$ cat src/rtl/hub_node_tx_pkg.sv
// Shared types and constants for the hub node transmit path.
// Header layout: [7:6] dest, [5:4] src, [3:0] len.
package hub_node_tx_pkg;

    localparam int NODE_W      = 2;
    localparam int LEN_W       = 4;
    localparam int HDR_W       = 8;
    localparam int HDR_LEN_LSB = 0;
    localparam int HDR_SRC_LSB = 4;
    localparam int HDR_DST_LSB = 6;

    localparam int PAY_DEPTH  = 8;
    localparam int DESC_DEPTH = 4;

    typedef enum logic [1:0] {
        ST_IDLE    = 2'd0,
        ST_HEADER  = 2'd1,
        ST_PAYLOAD = 2'd2
    } tx_state_e;

    typedef struct packed {
        logic [NODE_W-1:0] dest;
        logic [LEN_W-1:0]  len;
    } desc_t;

    function automatic logic [HDR_W-1:0] make_hdr(
        input logic [NODE_W-1:0] dst,
        input logic [NODE_W-1:0] src,
        input logic [LEN_W-1:0]  len
    );
        logic [HDR_W-1:0] h;
        h = '0;
        h[HDR_DST_LSB +: NODE_W] = dst;
        h[HDR_SRC_LSB +: NODE_W] = src;
        h[HDR_LEN_LSB +: LEN_W]  = len;
        return h;
    endfunction

endpackage

$ cat src/rtl/hub_sync_fifo.sv
// Single-clock FIFO with wrap-bit pointers; head is read combinationally.
// Ports: push/din, pop/dout, level (0..DEPTH). DEPTH must be a power of 2.
module hub_sync_fifo #(
    parameter int W     = 8,
    parameter int DEPTH = 8,
    parameter int AW    = $clog2(DEPTH)
) (
    input  logic          clk,
    input  logic          reset,
    input  logic          push,
    input  logic [W-1:0]  din,
    input  logic          pop,
    output logic [W-1:0]  dout,
    output logic [AW:0]   level
);

    logic [W-1:0] mem [DEPTH];
    logic [AW:0]  wr_ptr;
    logic [AW:0]  rd_ptr;
    logic         full;
    logic         empty;
    logic         do_push;
    logic         do_pop;

    // Wrap bits differ with equal index bits -> full.
    assign full  = (wr_ptr[AW] != rd_ptr[AW]) &&
                   (wr_ptr[AW-1:0] == rd_ptr[AW-1:0]);
    assign empty = (wr_ptr == rd_ptr);
    assign level = wr_ptr - rd_ptr;

    assign do_push = push && !full;
    assign do_pop  = pop && !empty;

    assign dout = mem[rd_ptr[AW-1:0]];

    always_ff @(posedge clk or negedge reset) begin
        if (!reset) begin
            wr_ptr <= '0;
            rd_ptr <= '0;
        end else begin
            if (do_push) wr_ptr <= wr_ptr + 1'b1;
            if (do_pop)  rd_ptr <= rd_ptr + 1'b1;
        end
    end

    // Storage needs no reset: pointers alone define validity.
    always_ff @(posedge clk) begin
        if (do_push) mem[wr_ptr[AW-1:0]] <= din;
    end

endmodule

$ cat src/rtl/hub_node_tx.sv
// Store-and-forward packetiser: host words in, header + payload flits out.
// Ports: in_* host stream, out_* hub stream, drop_err, pkt_sent.
import hub_node_tx_pkg::*;

module hub_node_tx #(
    parameter int          DATA_W  = 8,
    parameter logic [1:0]  NODE_ID = 2'd0,
    parameter int          MAX_LEN = 8
) (
    input  logic              clk,
    input  logic              reset,
    input  logic              in_valid,
    output logic              in_ready,
    input  logic [DATA_W-1:0] in_data,
    input  logic              in_last,
    input  logic [1:0]        in_dest,
    output logic              out_valid,
    input  logic              out_ready,
    output logic [DATA_W-1:0] out_data,
    output logic              out_sop,
    output logic              out_eop,
    output logic              drop_err,
    output logic [7:0]        pkt_sent
);

    localparam int PW      = DATA_W + 1;
    localparam int DW      = $bits(desc_t);
    localparam int PAY_LW  = $clog2(PAY_DEPTH) + 1;
    localparam int DESC_LW = $clog2(DESC_DEPTH) + 1;

    logic              rdy_q;
    logic              drop_q;
    logic [LEN_W-1:0]  cnt_q;
    logic [LEN_W-1:0]  cnt_nxt;
    logic [NODE_W-1:0] dest_q;
    logic [NODE_W-1:0] cur_dest;

    logic              accept;
    logic              last_f;
    logic              pay_push;
    logic              desc_push;
    logic              pay_pop;
    logic              desc_pop;

    logic [PW-1:0]     pay_din;
    logic [PW-1:0]     pay_dout;
    logic [PAY_LW-1:0] pay_level;
    logic              pay_full;
    logic              pay_last;

    desc_t              desc_din;
    desc_t              desc_dout;
    logic [DESC_LW-1:0] desc_level;
    logic               desc_full;
    logic               desc_empty;

    tx_state_e state;
    logic      hs;

    // ---------------- write side ----------------

    assign pay_full   = (pay_level == PAY_LW'(PAY_DEPTH));
    assign desc_full  = (desc_level == DESC_LW'(DESC_DEPTH));
    assign desc_empty = (desc_level == '0);

    // rdy_q holds in_ready low while reset is asserted.
    assign in_ready = rdy_q && ((!pay_full && !desc_full) || drop_q);
    assign accept   = in_valid && in_ready;

    assign cnt_nxt  = cnt_q + 1'b1;
    assign cur_dest = (cnt_q == '0) ? in_dest : dest_q;

    // The MAX_LEN-th word closes the packet even without in_last.
    assign last_f    = in_last || (cnt_nxt == LEN_W'(MAX_LEN));
    assign pay_push  = accept && !drop_q;
    assign desc_push = pay_push && last_f;

    assign pay_din       = {last_f, in_data};
    assign desc_din.dest = cur_dest;
    assign desc_din.len  = cnt_nxt;

    always_ff @(posedge clk or negedge reset) begin
        if (!reset) begin
            rdy_q    <= 1'b0;
            drop_q   <= 1'b0;
            drop_err <= 1'b0;
            cnt_q    <= '0;
            dest_q   <= '0;
        end else begin
            rdy_q <= 1'b1;
            if (accept) begin
                if (drop_q) begin
                    if (in_last) drop_q <= 1'b0;
                end else if (last_f) begin
                    cnt_q <= '0;
                    if (!in_last) begin
                        drop_q   <= 1'b1;
                        drop_err <= 1'b1;
                    end
                end else begin
                    cnt_q <= cnt_nxt;
                    if (cnt_q == '0) dest_q <= in_dest;
                end
            end
        end
    end

    hub_sync_fifo #(
        .W     (PW),
        .DEPTH (PAY_DEPTH)
    ) u_pay_fifo (
        .clk   (clk),
        .reset (reset),
        .push  (pay_push),
        .din   (pay_din),
        .pop   (pay_pop),
        .dout  (pay_dout),
        .level (pay_level)
    );

    hub_sync_fifo #(
        .W     (DW),
        .DEPTH (DESC_DEPTH)
    ) u_desc_fifo (
        .clk   (clk),
        .reset (reset),
        .push  (desc_push),
        .din   (desc_din),
        .pop   (desc_pop),
        .dout  (desc_dout),
        .level (desc_level)
    );

    // ---------------- read side ----------------

    assign pay_last = pay_dout[PW-1];
    assign hs       = out_valid && out_ready;
    assign pay_pop  = (state == ST_PAYLOAD) && hs;
    assign desc_pop = pay_pop && pay_last;

    // A descriptor only exists once its last word is stored, so
    // HEADER/PAYLOAD never see an empty payload FIFO.
    always_ff @(posedge clk or negedge reset) begin
        if (!reset) begin
            state     <= ST_IDLE;
            out_valid <= 1'b0;
            out_sop   <= 1'b0;
            pkt_sent  <= '0;
        end else begin
            unique case (state)
                ST_IDLE: begin
                    if (!desc_empty) begin
                        state     <= ST_HEADER;
                        out_valid <= 1'b1;
                        out_sop   <= 1'b1;
                    end
                end
                ST_HEADER: begin
                    if (out_ready) begin
                        state   <= ST_PAYLOAD;
                        out_sop <= 1'b0;
                    end
                end
                ST_PAYLOAD: begin
                    if (out_ready && pay_last) begin
                        pkt_sent <= pkt_sent + 8'd1;
                        // Head descriptor is the one being retired.
                        if (desc_level > DESC_LW'(1)) begin
                            state   <= ST_HEADER;
                            out_sop <= 1'b1;
                        end else begin
                            state     <= ST_IDLE;
                            out_valid <= 1'b0;
                        end
                    end
                end
                default: begin
                    state     <= ST_IDLE;
                    out_valid <= 1'b0;
                    out_sop   <= 1'b0;
                end
            endcase
        end
    end

    always_comb begin
        out_data = '0;
        out_eop  = 1'b0;
        unique case (state)
            ST_HEADER: begin
                out_data = DATA_W'(make_hdr(desc_dout.dest, NODE_ID,
                                            desc_dout.len));
            end
            ST_PAYLOAD: begin
                out_data = pay_dout[DATA_W-1:0];
                out_eop  = pay_last;
            end
            default: begin
                out_data = '0;
                out_eop  = 1'b0;
            end
        endcase
    end

endmodule

$ cat config.mk
export PLATFORM = sky130hd
export DESIGN_NAME = hub_node_tx
export DESIGN_NICKNAME = d
export VERILOG_FILES = /design/src/rtl/hub_node_tx_pkg.sv /design/src/rtl/hub_sync_fifo.sv /design/src/rtl/hub_node_tx.sv
export SDC_FILE = /design/constraint.sdc
export NUM_CORES = 1
export LEC_CHECK = 0
export ABC_AREA = 1
export BUFFER_PORTS_ARGS = -buffer_cell sky130_fd_sc_hd__buf_2
export CORE_UTILIZATION = 40
export DETAILED_ROUTE_END_ITERATION = 10
export SYNTH_ARGS = -nofsm -noshare
export SYNTH_HDL_FRONTEND = slang
export SYNTH_SLANG_ARGS = --single-unit
$ cat constraint.sdc
create_clock -name clk -period 3.05 [get_ports clk]
set_input_delay 0.61 -clock clk [delete_from_list [all_inputs] [get_ports clk]]
set_output_delay 0.61 -clock clk [all_outputs]
set_load 0.02 [all_outputs]
==> impl_metrics.json <==
{
  "dr.pass1.iters": 6,
  "grt_max_degree": 36,
  "arrival_ps": 2300,
  "cts_root_buf": "clkbuf_16",
  "drt_iter0_drc": 461,
  "drive_gt1_share_pct": 17.2,
  "die_x_um": 123,
  "avgSynthCellArea_sq_um": 11.2,
  "n_antenna_cell": 0,
  "netlist_area_sq_um": 5870,
  "synth-main-ff-cell": "edfxtp_1",
  "synth_area_leader_cell": "edfxtp_1",
  "area_growth_pct": 17.8,
  "relSlewSlack_pct": 45.9,
  "peakVddDrop_v": 0.000493,
  "cp-start-kind": "register",
  "p_total_mw": 7.03,
  "hold_violations": 0,
  "routedWlPerCell_um": 17.3,
  "required_ps": 2440,
  "power.switching_mw": 2.68,
  "grt_usage_pct": 19.4,
  "cp_slowest_cell": "dfrtp_1",
  "async_reset_ff_share_pct": 26.7,
  "seq_power_share_pct": 35.6,
  "end_kind": "primary output",
  "comb_power_share_pct": 36.8,
  "synthDominantCellAreaShare_pct": 49.1,
  "cp_max_fo": 27,
  "synth_area_leaders": "edfxtp_1 (49%), dfrtp_1 (15%), nor2_1 (5.1%), o21ai_0 (4.9%), nand2_1 (4.4%)",
  "place_hpwl_um": 9460,
  "hold_class": "in -> async",
  "synth_seq_cells": 131,
  "power_frac_clock_pct": 27.6,
  "p_per_area_nw_per_um2": 1020,
  "setup_viol": 0,
  "cts_tree": "yes",
  "yosysUniqueCellTypes": 39,
  "start_util_pct": 41.7,
  "p_int_mw": 4.35,
  "die_area_sq_um": 15200,
  "finalWorstPathRequiredPeriod_ps": 2910,
  "grt_setup_unrepaired": "false",
  "synth_edf_count": 96,
  "num_rows": 43,
  "die_y_um": 123,
  "crit_type": "reg -> out",
  "worst_r2r_path_depth": 12,
  "drc": 0,
  "worst_pin_slew_ps": 811,
  "antenna_found_initial": 0,
  "grt_pass1_vias": 4034,
  "numCtsBuffers": 17,
  "cts_setup_buffers": 0,
  "clk_latency_ps": 420,
  "core_sq_um": 14100,
  "gp_congestion": 0.857,
  "hold_slack_ps": 285,
  "clk_pin_slew_ps": 60,
  "leakagePower_nw": 2.80,
  "rrSetupSlack_ps": 310,
  "switching_share_pct": 38.1,
  "post-route-util_pct": 49.1,
  "io_pins": 36,
  "tns_ps": 0,
  "nNetsFinal": 616,
  "grt_remaining_overflow": 0,
  "ant_nets": 0,
  "r2r-start": "u_desc_fifo.wr_ptr[0]",
  "maxSlewViolCount": 0,
  "r2r_end": "u_desc_fifo.mem[2][0]",
  "h-tree-depth": 4,
  "max_freq_mhz": 344,
  "min_period_over_period_pct": 95.4,
  "wl_um": 13400,
  "cts_num_sinks": 131,
  "outcome": "finished, final reports clean",
  "path_cells": "buf_4 -> o21ai_0 -> o221ai_1 -> nand3_1 -> a21oi_1 -> buf_2",
  "slowest_delay_ps": 460,
  "viasPerCell": 5.21,
  "cap_violations": 0,
  "synth_nets": 561,
  "synth_warnings": 0,
  "synthCells": 526,
  "grt_pass1_wl_um": 21500,
  "clock_skew_ps": 8.41,
  "ys_seq_area_share_pct": 64.0,
  "clockBufferDepth": 2,
  "num_vias": 4036,
  "io_buffers": 35
}
## critical path: cells and delay by family, from the launching register on
kind,cells,cell delay (ps)
buf+inv,2,550
compound gates,3,730
flops,1,460
simple gates,1,140
## layer usage
metal  share of wire [%]  GRT usage (%)
met1                  47           27.3
met3                 6.5           5.30
met5                   0              0
met4                 1.2           5.72
met2                  45           29.2
## cells in the final DEF, fill, tap and decap left out, drive strengths merged
| cell type | count |
|---|---|
| a21boi | 1 |
| a21oi | 11 |
| a31o | 1 |
| a31oi | 4 |
| buf | 55 |
| bufinv | 1 |
| clkbuf | 28 |
| clkinv | 1 |
| clkinvlp | 2 |
| conb | 1 |
| dfrtp | 35 |
| edfxtp | 96 |
| fa | 1 |
| ha | 19 |
| inv | 42 |
| mux2 | 3 |
| nand2 | 75 |
| nand3 | 20 |
| nand3b | 1 |
| nand4 | 2 |
| nor2 | 85 |
| nor3 | 2 |
| nor4 | 1 |
| o211ai | 5 |
| o21a | 1 |
| o21ai | 59 |
| o21bai | 3 |
| o221ai | 10 |
| o22ai | 10 |
| or2 | 3 |
| xnor2 | 5 |
| xor2 | 11 |
## cells by family (layout without fill, tap and decap cells)
| group | count (synthesis) | after routing | share of synthesized area (%) |
|---|---|---|---|
| AOI/OAI and AO/OA | 105 | 105 | 10.4 |
| xor gates and xnor gates | 16 | 16 | 2.39 |
| adders and majority gates | 20 | 20 | 4.39 |
| buffers and inverters | 61 | 129 | 4.03 |
| DFF | 131 | 131 | 64.0 |
| muxes | 3 | 3 | 0.575 |
| other | 1 | 1 | 0.0639 |
| and+or+nand+nor | 189 | 189 | 14.2 |
## Yosys cell counts (2+ instances only)
cell / number
or2_1: 3
a31oi_1: 4
xor2_1: 11
inv_1: 39
nand2_1: 69
nor2_4: 3
nand3_1: 20
o211ai_1: 5
o221ai_1: 10
dfrtp_1: 35
nand2_2: 5
o21ai_0: 57
edfxtp_1: 96
nor2_1: 80
a21oi_1: 11
mux2_2: 3
o21bai_1: 3
buf_1: 3
clkbuf_1: 12
o21ai_1: 2
inv_2: 3
o22ai_1: 10
xnor2_1: 5
ha_1: 19
nor3_1: 2
buf_2: 3
## flip-flops by register name, indices dropped and copies added (netlist names), 2 cells and up
name	cells
u_pay_fifo.mem	72
u_desc_fifo.mem	24
pkt_sent	8
cnt_q	4
u_pay_fifo.rd_ptr	4
u_pay_fifo.wr_ptr	4
u_desc_fifo.rd_ptr	3
u_desc_fifo.wr_ptr	3
dest_q	2
state	2
## area by class of cell
class / count / area (sq um)
Tap cell: 180 / 225
Clock inverter: 4 / 50.0
Timing Repair Buffer: 55 / 325
Clock buffer: 28 / 517
Fill cell: 1274 / 7180
Multi-Input combinational cell: 334 / 1880
Sequential cell: 131 / 3760
Inverter: 42 / 160
## power groups by stage
stage / sequential, mW / clock (mW) / combinational, mW
finish: 2.50 / 1.94 / 2.59
global route: 2.53 / 2.05 / 2.92
detailed placement: 2.53 / 0 / 2.57
CTS: 2.50 / 1.97 / 2.59
floorplan: 2.51 / 0 / 1.75
global placement: 2.51 / 0 / 2.51
## worst max path at each step
stage                     startpoint                     to  cells after the start
6_report        u_pay_fifo.rd_ptr[0]            out_data[1]                      6
5_1_grt        u_desc_fifo.wr_ptr[0]               in_ready                      8
4_1_cts         u_pay_fifo.rd_ptr[2]               in_ready                      9
3_5_place_dp    u_pay_fifo.rd_ptr[2]  u_desc_fifo.mem[2][4]                     12
3_3_place_gp    u_pay_fifo.rd_ptr[2]  u_desc_fifo.mem[2][4]                     12
2_1_floorplan   u_pay_fifo.rd_ptr[2]   u_pay_fifo.mem[1][0]                     14
## stage by stage
step                instances  area (sq um)  worst slack [ps]
floorplan                 526          5870              92.1
global placement          742          6340               400
detailed placement        742          6340               262
CTS                       774          6910               100
global route              774          6920              37.8
finish                    774          6920               139
## what timing repair did
| item | 4_1_cts | 5_1_grt |
|---|---|---|
| setup endpoints to repair | 0 | 2 |
| hold endpoints to repair | 0 | 0 |
| gates resized for setup | 0 | 4 |
| hold buffers | 0 | 0 |
Note: power is estimated with default switching activity, not from simulation.
